File: config.mk
export PLATFORM = sky130hd
export DESIGN_NAME = act_nz_feeder
export DESIGN_NICKNAME = d
export VERILOG_FILES = /design/src/rtl/act_nz_feeder.sv
export SDC_FILE = /design/constraint.sdc
export NUM_CORES = 1
export LEC_CHECK = 0
export CELL_PAD_IN_SITES_DETAIL_PLACEMENT = 0
export CELL_PAD_IN_SITES_GLOBAL_PLACEMENT = 1
export CORE_MARGIN = 2
export CORE_UTILIZATION = 43
export CTS_BUF_LIST = sky130_fd_sc_hd__clkbuf_16
export CTS_CLUSTER_DIAMETER = 60
export DETAILED_ROUTE_END_ITERATION = 7
export GPL_ROUTABILITY_DRIVEN = 0
export PLACE_DENSITY = 0.81
export RECOVER_POWER = 25
export SLEW_MARGIN = 20
export SYNTH_ARGS = -nofsm -noshare
export SYNTH_HDL_FRONTEND = slang
export SYNTH_SLANG_ARGS = --single-unit
export TNS_END_PERCENT = 5
File: constraint.sdc
create_clock -name clk -period 4.4 [get_ports clk]
set_input_delay 1.32 -clock clk [delete_from_list [all_inputs] [get_ports clk]]
set_output_delay 1.32 -clock clk [all_outputs]
set_load 0.05 [all_outputs]
File: src/rtl/act_nz_feeder.sv
// act_nz_feeder: zero-skipping activation feeder for the sparse MAC row.
// Buffers up to DEPTH dense vectors of NROW activations and presents up to
// two nonzero activations per cycle (lane0 = lower row index), each paired
// with its row index. All lane outputs are frozen while load is high.
//
// Optional build macro: ACT_NZ_STATS_EN adds the nz_count statistics port.
//
// Ports:
//   clk            rising-edge clock
//   reset          asynchronous active-low reset
//   in_valid       dense vector valid
//   in_ready       buffer has room (derived from the registered count)
//   in_vec         dense vector, element i = row i
//   load           row load in progress; freezes the feeder
//   out_activation lane activations {lane1, lane0}
//   act_index      lane row indexes {lane1, lane0}
//   out_valid      per-lane valid, lane0 filled first
//   vec_last       current pair is the final pair of its vector
//   nz_count       (ACT_NZ_STATS_EN only) running count of emitted lanes
module act_nz_feeder #(
   parameter int unsigned BW    = 4,
   parameter int unsigned NROW  = 4,
   parameter int unsigned DEPTH = 2,
   localparam int unsigned IW   = (NROW > 1) ? $clog2(NROW) : 1
) (
   input  logic                     clk,
   input  logic                     reset,
   input  logic                     in_valid,
   output logic                     in_ready,
   input  logic [NROW-1:0][BW-1:0]  in_vec,
   input  logic                     load,
   output logic [1:0][BW-1:0]       out_activation,
   output logic [1:0][IW-1:0]       act_index,
   output logic [1:0]               out_valid,
   output logic                     vec_last
`ifdef ACT_NZ_STATS_EN
   ,
   output logic [15:0]              nz_count
`endif
);

   localparam int unsigned PW = (DEPTH > 1) ? $clog2(DEPTH) : 1;
   localparam int unsigned CW = $clog2(DEPTH + 1);

   typedef enum logic [1:0] {
      IDLE = 2'd0,
      SCAN = 2'd1,
      HOLD = 2'd2
   } state_t;

   typedef logic [NROW-1:0][BW-1:0] vec_t;

   state_t        state;
   vec_t          buf_q [DEPTH];
   logic [PW-1:0] wptr;
   logic [PW-1:0] rptr;
   logic [CW-1:0] count;
   logic [CW-1:0] count_next;
   logic [IW-1:0] sp;

   vec_t          head;
   logic          push;
   logic          pop;
   logic          emit;
   logic          l0_found;
   logic          l1_found;
   logic          more_c;
   logic          vec_last_c;
   logic [IW-1:0] l0_idx;
   logic [IW-1:0] l1_idx;
   logic [IW-1:0] sp_adv;
   logic [BW-1:0] l0_act;
   logic [BW-1:0] l1_act;

   // Modulo-DEPTH pointer increment (DEPTH need not fill PW bits).
   function automatic logic [PW-1:0] ptr_inc(input logic [PW-1:0] p);
      return (p == PW'(DEPTH - 1)) ? '0 : p + PW'(1);
   endfunction

   // Handshake and buffer occupancy.
   always_comb begin
      push       = in_valid && in_ready;
      emit       = !load && (count != '0);
      pop        = emit && vec_last_c;
      count_next = count + CW'(push) - CW'(pop);
   end

   // Find the first two nonzero elements of the head vector at or above sp,
   // and whether any nonzero element remains beyond them.
   always_comb begin
      head     = buf_q[rptr];
      l0_found = 1'b0;
      l1_found = 1'b0;
      more_c   = 1'b0;
      l0_idx   = '0;
      l1_idx   = '0;
      for (int i = 0; i < int'(NROW); i++) begin
         if ((IW'(i) >= sp) && (head[i] != '0)) begin
            if (!l0_found) begin
               l0_found = 1'b1;
               l0_idx   = IW'(i);
            end else if (!l1_found) begin
               l1_found = 1'b1;
               l1_idx   = IW'(i);
            end else begin
               more_c   = 1'b1;
            end
         end
      end
      vec_last_c = !more_c;
      // Only used when more_c is set, so l1_idx < NROW-1 and this cannot wrap.
      sp_adv     = l1_idx + IW'(1);
      l0_act     = l0_found ? head[l0_idx] : '0;
      l1_act     = l1_found ? head[l1_idx] : '0;
   end

   // Vector storage; contents are only meaningful below count, so no reset.
   always_ff @(posedge clk) begin
      if (push) begin
         buf_q[wptr] <= in_vec;
      end
   end

   // Control FSM with registered lane outputs.
   always_ff @(posedge clk or negedge reset) begin
      if (!reset) begin
         state          <= IDLE;
         wptr           <= '0;
         rptr           <= '0;
         count          <= '0;
         sp             <= '0;
         in_ready       <= 1'b1;
         out_activation <= '0;
         act_index      <= '0;
         out_valid      <= '0;
         vec_last       <= 1'b0;
`ifdef ACT_NZ_STATS_EN
         nz_count       <= '0;
`endif
      end else begin
         count    <= count_next;
         in_ready <= (count_next < CW'(DEPTH));
         if (push) begin
            wptr <= ptr_inc(wptr);
         end

         if (load) begin
            // Freeze everything; IDLE already presents a cleared output.
            if (state != IDLE) begin
               state <= HOLD;
            end
         end else if (emit) begin
            state             <= SCAN;
            out_activation[0] <= l0_act;
            out_activation[1] <= l1_act;
            act_index[0]      <= l0_idx;
            act_index[1]      <= l1_idx;
            out_valid         <= {l1_found, l0_found};
            vec_last          <= vec_last_c;
            if (vec_last_c) begin
               rptr <= ptr_inc(rptr);
               sp   <= '0;
            end else begin
               sp   <= sp_adv;
            end
`ifdef ACT_NZ_STATS_EN
            nz_count <= nz_count + 16'(l0_found) + 16'(l1_found);
`endif
         end else begin
            // Nothing buffered: drop back to IDLE with cleared outputs.
            state          <= IDLE;
            sp             <= '0;
            out_activation <= '0;
            act_index      <= '0;
            out_valid      <= '0;
            vec_last       <= 1'b0;
         end
      end
   end

endmodule

==> results.toml, run 1 <==
[status]
outcome = "finished clean"

[min_path]
min_from = "count[1]$_DFF_PN0_"
holdCritPathClass = "reg2reg"

[clocking]
cts-root-buf = "clkbuf_16"
cts.sinks = 54
clock_path_buffers = 2
post_cts_buffers = 0
numCtsBuffers = 5
cts_hold_buffers = 0
htreeDepth = 2
cts-resized-gates = 0
clkTransAtPathRegs_ps = 60
insertion_delay_ps = 280
cts_tree = "done"

[global_route]
grt_pass1_wl_um = 8960
grt_use_total_pct = 18.1
grt_max_degree = 23
grt_pass1_vias = 1821
antenna_found_initial = 0
grt_overflow = 0

[detailed_routing]
drt_wl_total_um = 5450
routedWlPerCell_um = 16.2
dr_total_vias = 1892
ant_nets = 0
drt-initial-drc-count = 120
drc = 0
dr.pass1.iters = 4
vias_per_cell = 5.61

[logic_synthesis]
ys_seq_elements = 54
yosysSeqAreaShare_pct = 58.4
synth_edf_count = 32
synth.avg_cell_area_um2 = 11.6
synth.top_cell.area_share_pct = 37.1
post-synth-top-area-cell = "edfxtp_1"
async_flop_share_pct = 40.7
yosys_warnings = 0
synth_top_cells_by_area = "edfxtp_1 37%, dfrtp_1 20%, nand2_1 4.3%"
syn_nets = 245
ys_types = 48
netlist_instances = 223
synth_flop_cell = "edfxtp_1"
syn_area_um2 = 2590

[power_and_ir_drop]
total_power_mw = 2.38
power-per-cell-area_nw_per_um2 = 750
leakage_nw = 1.24
max-vdd-ir-drop_v = 0.000383

[finish]
diodes = 0
layout_commonest_cell = "edfxtp_1"
drive_gt1_share_pct = 7.25
fin_nets = 283
most-common-layout-cells = "32 x edfxtp_1, 30 x nand2_1, 21 x dfrtp_1"
syn_to_final_growth_pct = 22.8

[place]
io_buffers = 35
hpwl_um = 4100

[die]
die_h_um = 81.6
die_area_um2 = 6660
rows = 28
die_w_um = 81.6
num_io_pins = 36
core-area_um2 = 5890
start_util_pct = 44.0

[sta]
relSlewSlack_pct = 37.8
timing.setup.tns_ps = 0
rsz0062_at_grt = "false"
finalHoldViolCount = 0
period_share_pct = 75.5
max_freq_mhz = 301
fin_worst_skew_ps = 5.91
setup_viol = 0
slew_violations = 0
tightest_slew_ps = 931
layout_min_cycle_time_ps = 3320

[worst_setup_path]
path_max_fanout = 11
end_kind = "register"
r2r-start = "rptr$_DFFE_PN0P_"
cp_slowest_cell = "dfrtp_1"
crit_required_ps = 4570
worst_setup_path_start_kind = "register"
critical_path_buf_inv_count = 4
crit_start = "rptr$_DFFE_PN0P_"
path_common_cell = "inv_1"
max_stage_delay_ps = 600
crit_arrival_ps = 3490
worstSetupPathType = "reg2reg"
worstPathCellList = "inv_1 -> or4b_1 -> and2_1 -> maj3_2 -> a211o_1 -> inv_1 -> ha_1 -> inv_1 -> ha_1 -> xnor2_1 -> xor2_1 -> inv_1"
crit_family = "simple AND/OR/NAND/NOR gates"

[run]
drv_cap = 0
==> synthesized netlist by cell type (all sizes together) (2+ instances only) <==
library cell and n:
a211o 2, a21o 4, a21oi 7, a221o 2
a221oi 3, a22o 3, a31oi 2, a32o 7
and2 5, buf 4, clkbuf 5, dfrtp 21
edfxtp 32, ha 2, inv 5, mux2 3
mux2i 11, nand2 30, nand2b 3, nand3 5
nor2 14, nor3 12, nor4 5, o21ai 7
o31ai 6, or3 2, xnor2 3
==> layout make-up <==
| class | instances | area [µm²] |
|---|---|---|
| Clock buffer | 6 | 150 |
| Sequential cell | 54 | 1510 |
| Fill cell | 541 | 2710 |
| Clock inverter | 2 | 7.51 |
| Multi-Input combinational cell | 155 | 1010 |
| Inverter | 5 | 18.8 |
| Timing Repair Buffer | 40 | 388 |
| Tap cell | 75 | 93.8 |
==> through the flow <==
step / cells / worst slack [ps] / utilization (%) / hold slack, ps / cell area (µm²)
2_1_floorplan: 223 / 1220 / - / 423 / 2590
3_3_place_gp: 329 / 841 / 51.3 / 443 / 3020
3_5_place_dp: 329 / 764 / 51.3 / 451 / 3020
4_1_cts: 337 / 1070 / 54.0 / 467 / 3180
5_1_grt: 337 / 784 / 54.0 / 499 / 3180
6_report: 337 / 1080 / 54.0 / 461 / 3180
==> power breakdown <==
part           internal (mW)  leakage (nW)  total (mW)  switching [mW]
clock network          0.241        0.0846       0.399           0.158
registers              0.708         0.562       0.829           0.122
logic                  0.431         0.598        1.16           0.725
==> final timing paths <==
check	to	slack, ps	cells after the start
max in group asynchronous	out_activation[3]$_DFFE_PN0N_	2270	1
min in group asynchronous	act_index[3]$_DFFE_PN0N_	1560	1
max	count[1]$_DFF_PN0_	1080	12
min reg2reg	in_ready$_DFF_PN1_	460	1
max reg2reg	count[1]$_DFF_PN0_	1080	12
min	in_ready$_DFF_PN1_	460	1
==> worst reg2reg max path: stages, from the launching register on <==
cell and delay [ps]:
dfrtp_1 600, inv_1 160, or4b_1 590, and2_1 280
maj3_2 350, a211o_1 360, inv_1 80, ha_1 220
inv_1 50, ha_1 140, xnor2_1 130, xor2_1 200
inv_1 60
==> sequential cells by signal, indices dropped and copies added (netlist names) <==
register,count
out_valid,2
in_ready,1
sp,2
act_index,4
out_activation,8
wptr,1
buf_q,32
vec_last,1
rptr,1
count,2
==> cell families (layout without fill, tap and decap cells) <==
| logic type | count (synthesis) | count (layout) | share of synthesized area (%) |
|---|---|---|---|
| buffers and inverters | 14 | 53 | 2.66 |
| DFF | 54 | 54 | 58.4 |
| and+or+nand+nor | 80 | 80 | 14.5 |
| adders and majority gates | 3 | 3 | 1.40 |
| AOI/OAI and AO/OA | 54 | 54 | 15.9 |
| xor gates and xnor gates | 4 | 4 | 1.64 |
| muxes | 14 | 14 | 5.56 |
==> metal layers <==
metal  GRT usage (%)  up-vias  part of all wire, %  wire length (µm)
li1                -      936                    -                 -
met1            25.3      895                   48              2620
met2            28.4       55                   46              2490
met3            4.07        6                  4.9               269
met4            5.33        0                  1.2                65
met5               0        -                    0                 0
(Power assumes the default switching activity.)
==> run 2: changes to the inputs <==
clock period = 3.2 ns   (was 4.4 ns; I/O delays follow)
==> run 2 against run 1 <==
Against the previous run:
- critical endpoint unchanged
- fmax is 13% higher
- global-route usage grew 0.51 points
- clock skew about the same
- first-iteration DRC count up 48%
- final cell count increased by 3.0%
==> results.toml, run 2 (synthesis results as in run 1) <==
[global_route]
antenna_found_initial = 0
grt_max_degree = 23
grt_pass1_vias = 1863
grt_use_total_pct = 18.6
grt_overflow = 0
grt_pass1_wl_um = 9290

[sta]
max_freq_mhz = 342
layout_min_cycle_time_ps = 2930
rsz0062_at_grt = "false"
fin_worst_skew_ps = 5.83
finalHoldViolCount = 0
timing.setup.tns_ps = 0
tightest_slew_ps = 1230
setup_viol = 0
relSlewSlack_pct = 18.3
period_share_pct = 91.5
slew_violations = 0

[worst_setup_path]
r2r_cells = 12
crit_start = "rptr$_DFFE_PN0P_"
worst_setup_path_start_kind = "register"
setup.worst_path.end = "count[1]$_DFF_PN0_"
crit_required_ps = 3380
regToRegEndpoint = "count[1]$_DFF_PN0_"
worstSetupPathType = "reg2reg"
r2r-start = "rptr$_DFFE_PN0P_"
crit_arrival_ps = 3110
path_max_fanout = 4
ff2ff_setup_slack_ps = 270
end_kind = "register"

[detailed_routing]
dr.pass1.iters = 5
vias_per_cell = 5.63
drc = 0
drt_wl_total_um = 5580
drt-initial-drc-count = 178
dr_total_vias = 1952
ant_nets = 0
routedWlPerCell_um = 16.1

[power_and_ir_drop]
max-vdd-ir-drop_v = 0.000506
power-per-cell-area_nw_per_um2 = 1040
leakage_nw = 1.28

[status]
outcome = "finished clean"

[clocking]
insertion_delay_ps = 290
cts_tree = "done"
cts-resized-gates = 0
cts-root-buf = "clkbuf_16"
cts.sinks = 54
htreeDepth = 2
post_cts_buffers = 0
numCtsBuffers = 5
clock_path_buffers = 2
clkTransAtPathRegs_ps = 70
cts_hold_buffers = 0

[place]
hpwl_um = 4210
postPlaceCellArea_um2 = 3100
io_buffers = 35
dp_cells = 339

[finish]
multi_input_area_um2 = 1010
nFillCells = 529
largest_reg_flops = 32
fin_area_um2 = 3260
syn_to_final_growth_pct = 25.8
layout_commonest_cell = "edfxtp_1"
fin_nets = 293
diodes = 0
top_register = "buf_q"
stdcell_count = 347
largest_registers = "buf_q x32, out_activation x8, act_index x4"
most-common-layout-cells = "32 x edfxtp_1, 30 x nand2_1, 29 x clkdlybuf4s50_1"
regArea_um2 = 1510
drive_gt1_share_pct = 11.0

[die]
rows = 28
die_w_um = 81.6
die_h_um = 81.6
core-area_um2 = 5890
start_util_pct = 44.0
die_area_um2 = 6660
num_io_pins = 36

[run]
drv_cap = 0

[min_path]
holdCritPathClass = "reg2reg"
run 2: changes by cell type in the layout (fill, tap and decap cells not counted):
cell / before / now
clkdlybuf4s50_1: 19 / 29
dlygate4sd3_1: 16 / 6
buf_4: 5 / 14
clkinv_2: 0 / 2
inv_1: 7 / 5
bufinv_16: 0 / 1
clkbuf_1: 0 / 1
clkbuf_16: 6 / 5
run 2: critical path, cell delays in order (launching register included):
cell and delay (ps):
dfrtp_1 390, or4_1 530, o21a_1 220, and2_1 190, maj3_2 300, a211o_1 320, inv_1 60, ha_1 210
inv_1 50, ha_1 150, xnor2_1 140, xor2_1 200, inv_1 60
run 2: stage by stage:
step                      hold WS (ps)  power [mW]  utilization (%)  worst slack (ps)
after global routing               476        3.63             55.3              95.0
after detailed placement           441        2.82             52.6               157
after floorplan                    423        2.26                -               145
after CTS                          457        3.42             55.4               254
after global placement             442        2.80             52.6               232
final                              455        3.39             55.3               273
run 2: final cells by class:
class / instances / share of cell area, %
multi-input combinational: 155 / 30.9
inverter: 5 / 0.576
sequential: 54 / 46.4
clock inverter: 3 / 1.23
tap: 75 / 2.88
timing repair buffer: 50 / 14.1
clock buffer: 5 / 3.84
run 2: worst min path at each step:
stage	to	cells past startpoint	startpoint
floorplan	in_ready$_DFF_PN1_	1	count[1]$_DFF_PN0_
global placement	in_ready$_DFF_PN1_	1	count[1]$_DFF_PN0_
detailed placement	in_ready$_DFF_PN1_	1	count[1]$_DFF_PN0_
CTS	in_ready$_DFF_PN1_	1	count[1]$_DFF_PN0_
global route	in_ready$_DFF_PN1_	1	count[1]$_DFF_PN0_
finish	in_ready$_DFF_PN1_	1	count[1]$_DFF_PN0_
run 2: per-layer routing:
layer / GRT usage [%] / wire length [µm] / vias up / share of wire [%]
met5: 0 / 0 / - / 0
met4: 4.33 / 51 / 0 / 0.91
met3: 3.96 / 406 / 6 / 7.3
met2: 29.0 / 2550 / 73 / 46
met1: 26.9 / 2570 / 920 / 46
li1: - / - / 953 / -
run 2: power by group:
part,internal (mW),switching [mW]
sequential,0.973,0.122
clock,0.366,0.228
combinational,0.658,1.05
